### src/rtl/vsm_pkg.sv
// vsm_pkg: driver FSM states, default geometry constants and counter width helper
package vsm_pkg;
  typedef enum logic [2:0] {IDLE, CLEAR, FEED, DRAIN, HOLD} vsm_state_t;
  localparam int SIZE_DEF = 6;
  localparam int WIDTH_DEF = 8;
  localparam int ACCUMULATIONS_DEF = 3;
  localparam int DRAIN_CYCLES_DEF = 2;
  function automatic int cnt_w(input int a, input int d);
    return $clog2((a > d ? a : d) + 1);
  endfunction
endpackage

### src/rtl/mod_counter.sv
// mod_counter: counts inc pulses 0..TERM, done at TERM, returns to 0 on inc at TERM, sync clear
module mod_counter #(
  parameter int W = 2,
  parameter int TERM = 2
) (
  input  logic clk,
  input  logic clear,
  input  logic inc,
  output logic done
);
  logic [W-1:0] count;
  assign done = count == W'(TERM);
  always_ff @(posedge clk) begin
    if (clear) count <= '0;
    else if (inc) count <= done ? '0 : count + 1'b1;
  end
endmodule

### src/rtl/vsm_driver.sv
// vsm_driver: feeds ACCUMULATIONS handshaken beats (in_*) to a vector-scalar engine (vsm_*), waits DRAIN_CYCLES, then offers the result (res_*)
module vsm_driver
  import vsm_pkg::*;
#(
  parameter int SIZE = SIZE_DEF,
  parameter int WIDTH = WIDTH_DEF,
  parameter int ACCUMULATIONS = ACCUMULATIONS_DEF,
  parameter int DRAIN_CYCLES = DRAIN_CYCLES_DEF
) (
  input  logic                    clk,
  input  logic                    reset,
  input  logic                    in_valid,
  output logic                    in_ready,
  input  logic [WIDTH*SIZE-1:0]   in_col,
  input  logic [WIDTH-1:0]        in_scalar,
  output logic                    vsm_clear,
  output logic                    vsm_en,
  output logic [WIDTH*SIZE-1:0]   vsm_a,
  output logic [WIDTH-1:0]        vsm_b,
  input  logic [WIDTH*SIZE-1:0]   vsm_out,
  output logic                    res_valid,
  input  logic                    res_ready,
  output logic [WIDTH*SIZE-1:0]   res_data,
  output logic                    busy
);
  localparam int CW = cnt_w(ACCUMULATIONS, DRAIN_CYCLES);
  vsm_state_t state;
  logic hs, beat_done, drain_done;
  assign in_ready = state == FEED;
  assign busy = state != IDLE;
  assign hs = in_valid && in_ready;
  mod_counter #(.W(CW), .TERM(ACCUMULATIONS - 1)) u_beat (
    .clk(clk), .clear(reset), .inc(hs), .done(beat_done)
  );
  mod_counter #(.W(CW), .TERM(DRAIN_CYCLES - 1)) u_drain (
    .clk(clk), .clear(reset), .inc(state == DRAIN), .done(drain_done)
  );
  always_ff @(posedge clk) begin
    if (reset) begin
      state <= IDLE;
      vsm_clear <= 1'b1;
      vsm_en <= 1'b0;
      vsm_a <= '0;
      vsm_b <= '0;
      res_valid <= 1'b0;
      res_data <= '0;
    end else begin
      vsm_clear <= state == IDLE && in_valid;
      vsm_en <= hs;
      if (hs) begin
        vsm_a <= in_col;
        vsm_b <= in_scalar;
      end
      case (state)
        IDLE: if (in_valid) state <= CLEAR;
        CLEAR: state <= FEED;
        FEED: if (hs && beat_done) state <= DRAIN;
        DRAIN: if (drain_done) begin
          state <= HOLD;
          res_valid <= 1'b1;
          res_data <= vsm_out;
        end
        HOLD: if (res_ready) begin
          state <= IDLE;
          res_valid <= 1'b0;
        end
        default: state <= IDLE;
      endcase
    end
  end
endmodule

### config.mk
export PLATFORM = sky130hd
export DESIGN_NAME = vsm_driver
export DESIGN_NICKNAME = d
export VERILOG_FILES = /design/src/rtl/vsm_pkg.sv /design/src/rtl/mod_counter.sv /design/src/rtl/vsm_driver.sv
export SDC_FILE = /design/constraint.sdc
export NUM_CORES = 1
export LEC_CHECK = 0
export CORE_MARGIN = 1.5
export CORE_UTILIZATION = 44
export CTS_CLUSTER_SIZE = 16
export DETAILED_ROUTE_END_ITERATION = 7
export PLACE_DENSITY = 0.86
export SLEW_MARGIN = 10
export SYNTH_ARGS = -nofsm -noshare
export SYNTH_HDL_FRONTEND = slang
export SYNTH_SLANG_ARGS = --single-unit
export TNS_END_PERCENT = 100
### constraint.sdc
create_clock -name clk -period 2.6 [get_ports clk]
set_input_delay 0.26 -clock clk [delete_from_list [all_inputs] [get_ports clk]]
set_output_delay 0.26 -clock clk [all_outputs]
set_load 0.1 [all_outputs]
== After elaboration in Yosys (flattened, before gate mapping) ==
Cells that the tools add are included.

* Register bits: 114
* Bits in latches: 0
* Bits in writable memories: 0
* ROM bits: 0
* Input bits: 108
* Output and inout port bits: 109
* Word-level logic and storage cells: 40
* Memories: 0

* Add/sub/neg operators: 2
* Multiply operators: 0
* Divide/modulo/power cells: 0
* Order comparisons: 0
* Equality and inequality tests: 10
* Shift operators: 0
* Muxes and demuxes: 10
* Bitwise gates (word level): 0
* Reduce and logical (&&, ||, !) cells: 9

{| class="wikitable"
|+ Operator list
! kind !! number
|-
| one-hot mux 3 bit (5 select lines) || 1
|-
| two-way mux 3 bit || 4
|-
| == test 3 x 2 -> 1 bit (second input constant) || 2
|-
| inequality test 2 bit (second input constant) || 3
|-
| adder 2 x 1 -> 2 bit (second input constant) || 2
|-
| two-way mux 2 bit || 2
|-
| AND reduction 4 bit || 1
|-
| == test 3 x 1 -> 1 bit (second input constant) || 1
|-
| == test 3 bit (second input constant) || 1
|-
| logical AND 1 bit || 3
|-
| zero test 3 bit || 1
|-
| AND reduction 3 bit || 1
|-
| nonzero test 3 bit || 1
|-
| == test 2 x 1 -> 1 bit (second input constant) || 1
|-
| == test 2 bit (second input constant) || 1
|-
| two-way mux 1 bit || 2
|-
| inequality test 2 x 1 -> 1 bit (second input constant) || 1
|-
| one-hot mux 1 bit (2 select lines) || 1
|-
| AND reduction 2 bit || 1
|-
| nonzero test 2 bit || 1
|}

== Longest topological paths before layout ==
* Word-level depth: 5
* Gate-level depth with buffers: 7

== Hierarchy ==
A second synthesis with hierarchy kept.

* Cells, all modules: 498
* Area total of the unflattened synthesis: 4,028.9 um^2

{| class="wikitable"
|+ Modules (own cells, without submodules)
! module !! instances !! cells an instance !! area each (um^2) !! sequential area each (um^2)
|-
| vsm_driver || 1 || 482 || 3,873.7 || 2,202.1
|-
| mod_counter (u_beat) || 1 || 9 || 85.1 || 40.0
|-
| mod_counter (u_drain) || 1 || 7 || 70.1 || 40.0
|}

== Worst setup path after synthesis ==
OpenSTA, ideal clock, no wires.

* Path kind: register -> output
* Start point: register state[1]
* End point: output port in_ready
* Arrival: 2.499 ns
* Data required time: 2.340 ns
* Path slack: -0.159 ns
* Cell stages (with the launch flop): 3
* Path buffers: 0
* Cells stage by stage: dfxtp_1 -> inv_1 -> nor3_1

* Cells in the longest elaborated chain, start to end: 1

{| class="wikitable"
|+ RTL lines
! element !! RTL line !! source
|-
| start, declared || vsm_driver.sv:27 || <nowiki>vsm_state_t state;</nowiki>
|-
| start signal, assigned || vsm_driver.sv:40 || <nowiki>state <= IDLE;</nowiki>
|-
| start signal, assigned || vsm_driver.sv:55 || <nowiki>IDLE: if (in_valid) state <= CLEAR;</nowiki>
|-
| start signal, assigned || vsm_driver.sv:56 || <nowiki>CLEAR: state <= FEED;</nowiki>
|-
| == test 3 x 2 -> 1 bit || vsm_driver.sv:29 || <nowiki>assign in_ready = state == FEED;</nowiki>
|-
| end, declared || vsm_driver.sv:13 || <nowiki>output logic in_ready,</nowiki>
|}

Every way passes these cells.

== Final worst setup path ==
* Start point: register state[2]
* End point: output port busy

* Cells in the longest elaborated chain, start to end: 1

{| class="wikitable"
|+ RTL lines
! element !! RTL line !! source
|-
| nonzero test 3 bit || vsm_driver.sv:30 || <nowiki>assign busy = state != IDLE;</nowiki>
|-
| end, declared || vsm_driver.sv:24 || <nowiki>output logic busy</nowiki>
|}

Every way passes these cells.

==> run_results.csv <==
group,metric,value,unit
grt,grt.overflow.total,0,
placed_design,place.gp.congestion,0.779,
run_status,run_status,"complete, no violations",
yosys,cells_after_synth,498,
power,p_int,3.48,mW
routing,drt.antenna.violating_nets,0,
power,power_frac_clock,48.3,%
final_layout,numnets_final,810,
die,chipHeight,105,um
worst_setup_path,critical_path.reg2reg.endpoint,"res_data[19]$_SDFFE_PP0P_",
routing,routed_wire_per_std_cell,13.6,um
timing,final.setup.tns,0,ns
timing,rsz0062_at_grt,"no",
timing,maxClockFrequency,544,MHz
grt,met3_resource_use_gr,8.17,%
clock_network,cts_max_path_buffers,2,
worst_setup_path,r2r.worst_path.cells,4,
clock_network,clkSinkCount,114,
final_layout,syn_to_layout_area_delta,54.4,%
routing,drt_pre_antenna_iters,4,
power,worst_ir_drop_vdd,0.000451,V
power,static-leakage-power,2.74,nW
grt,first_global_vias,4021,
timing,setup-violations-final,0,
power,switching_share,25.5,%
clock_network,worst_setup_hold_path_clk_slew,0.06,ns
worst_setup_path,critical_path_class,"reg2out",
worst_setup_path,critical_path_end,"busy",
clock_network,clk_latency,0.50,ns
power,seq_power_share,38.6,%
grt,track_usage,21.0,%
routing,dr.first_iter.drc_count,134,
grt,antenna_found_initial,0,
power,p_switching,1.19,mW
worst_setup_path,timing.critical_path.from_type,"flop",
die,core_area,0.00991,mm2
yosys,post_synth_instance_area,0.00454,mm2
yosys,synth_fp_nets,606,
worst_setup_path,required,2.34,ns
routing,dr_total_vias,4032,
clock_network,count_of_cells_resized_by_post_cts_repair,0,
grt,grt_util_met1,23.8,%
timing,finClkSkew,0.00731,ns
clock_network,h_tree_depth,4,
grt,grt_max_degree,81,
timing,final_min_period_over_clock_period,70.6,%
yosys,async_reset_ff_share,0,%
final_layout,layout_commonest_cell,"nand2_1",
clock_network,cts_tree,"done",
grt,grt_pass1_wl,18.4,mm
timing,final-max-slew-violation-count,0,
placed_design,port-buffer-count,216,
routing,avgViaCountPerCell,4.75,
worst_setup_path,critical_path.max_fanout,10,
die,initial_utilization,45.8,%
worst_setup_path,worst-r2r-setup-slack,0.85,ns
routing,routed_wirelength,11.5,mm
power,power-per-cell-area,666,mW/mm2
yosys,synth-main-ff-cell,"dfxtp_1",
yosys,portion_of_the_post_synthesis_area_used_by_sequential_elements,50.3,%
worst_setup_path,crit_start,"state[2]$_SDFFE_PP0P_",
clock_network,post_cts_setup_buffers,0,
clock_network,postCtsHoldBufs,0,
final_layout,ant_diodes,0,
die,core.rowCount,36,
power,share_comb_of_total_power,13.0,%
grt,grt_busiest_layer,"met2",
timing,finalCriticalPeriod,1.84,ns
yosys,yosys.cell_types.count,27,
yosys,synthesis.yosys.warnings,0,
timing,worstMarginPinSlew,0.700,ns
die,dieArea,0.0109,mm2
flow_run,drv_cap,0,
yosys,yosys_register_bits,114,
die,io_pins,217,
worst_setup_path,timing.rr.start,"state[0]$_SDFFE_PP0P_",
worst_setup_path,critical_path.endpoint_type,"output pin",
placed_design,placed_cells,816,
final_layout,finalNonFillerCells,848,
final_layout,mostFrequentLayoutCells,"nand2_1, buf_4, dfxtp_1",
die,die_width,105,um
hold_path,hold_path_class,"in2reg",
placed_design,hpwl,8.10,mm
timing,finalHoldViolations,0,
clock_network,cts-buffers-inserted,17,
final_layout,final_layout_size_suffix_gt1_share,21.3,%
routing,drcViolationCount,0,
clock_network,clock-root-buffer,"clkbuf_8",
yosys,synth_edf_count,0,
yosys,syn_avg_cell_area,9.11,um2
timing,slew_headroom,53.4,%
grt,grt.met2_usage,34.7,%
worst_setup_path,worstPathArrival,1.58,ns
-- power by group through the flow --
| stage | Clock (mW) | Combinational [mW] | Sequential [mW] |
|---|---|---|---|
| final | 2.26 | 0.608 | 1.80 |
| after detailed placement | 0 | 0.609 | 1.84 |
| after global routing | 2.39 | 0.641 | 1.81 |
| after global placement | 0 | 0.601 | 1.84 |
| after floorplan | 0 | 0.170 | 2.04 |
| after CTS | 2.30 | 0.611 | 1.80 |
-- final cells by class --
| cell class | count | area, um2 |
|---|---|---|
| fillers | 752 | 2900 |
| inverters | 2 | 7.51 |
| flip-flops and latches | 114 | 2280 |
| well taps | 133 | 166 |
| clock buffers | 18 | 418 |
| repair buffers | 223 | 1960 |
| clock inverters | 14 | 163 |
| multi-input cells | 344 | 2000 |
-- through the flow --
stage / hold WS [ns] / utilization (%) / power [mW] / instance area [um2] / setup WS, ns
2_1_floorplan: 0.396 / - / 2.21 / 4540 / 0.700
3_3_place_gp: 0.430 / 64.8 / 2.44 / 6420 / 0.867
3_5_place_dp: 0.442 / 64.8 / 2.45 / 6420 / 0.778
4_1_cts: 0.284 / 70.7 / 4.72 / 7010 / 0.741
5_1_grt: 0.288 / 70.7 / 4.84 / 7010 / 0.705
6_report: 0.310 / 70.7 / 4.67 / 7010 / 0.763
-- per-layer routing --
| layer | wire, um | part of all wire (%) |
|---|---|---|
| met1 | 4680 | 41 |
| met2 | 5530 | 48 |
| met3 | 1090 | 9.5 |
| met4 | 212 | 1.8 |
| met5 | 0 | 0 |
-- cell families (layout without fill, tap and decap cells) --
logic type                Yosys count  in the layout  synth area share, %
AOI/OAI and AO/OA                  65             65                 7.47
xor gates and xnor gates            1              1                0.193
buffers and inverters              40            257                 5.76
DFF                               114            114                 50.3
muxes                              48             48                 10.6
and+or+nand+nor                   230            230                 25.7
-- sequential cells by signal, indices dropped and copies added, names as in the netlist --
register	flops
vsm_en	1
u_beat.count	2
u_drain.count	2
res_valid	1
vsm_clear	1
vsm_a	48
state	3
vsm_b	8
res_data	48
-- cells in the mapped netlist, types with 2 or more instances --
cell	count	area [um2]
buf_6	12	135
nor2_1	4	15.0
or3_1	2	12.5
a21oi_1	60	300
mux2i_1	48	480
nand2_1	116	435
buf_2	14	70.1
clkbuf_1	11	41.3
nand2b_1	98	613
dfxtp_1	114	2280
o21ba_1	2	20.0
inv_1	2	7.51
-- critical path, cell delays in order (launching register included) --
cell	delay (ns)
dfxtp_1	0.42
or3_1	0.41
buf_4	0.24
-- worst min path at each step --
stage | startpoint | to | slack, ns | cells past startpoint
finish | reset | res_data[33]$_SDFFE_PP0P_ | 0.31 | 3
global route | in_col[6] | vsm_a[6]$_SDFFE_PP0P_ | 0.29 | 3
CTS | in_col[6] | vsm_a[6]$_SDFFE_PP0P_ | 0.28 | 3
detailed placement | u_drain.count[1]$_SDFFE_PP0P_ | u_drain.count[1]$_SDFFE_PP0P_ | 0.44 | 2
global placement | u_drain.count[1]$_SDFFE_PP0P_ | u_drain.count[1]$_SDFFE_PP0P_ | 0.43 | 2
floorplan | in_col[0] | vsm_a[0]$_SDFFE_PP0P_ | 0.40 | 2
(Power assumes the default switching activity.)
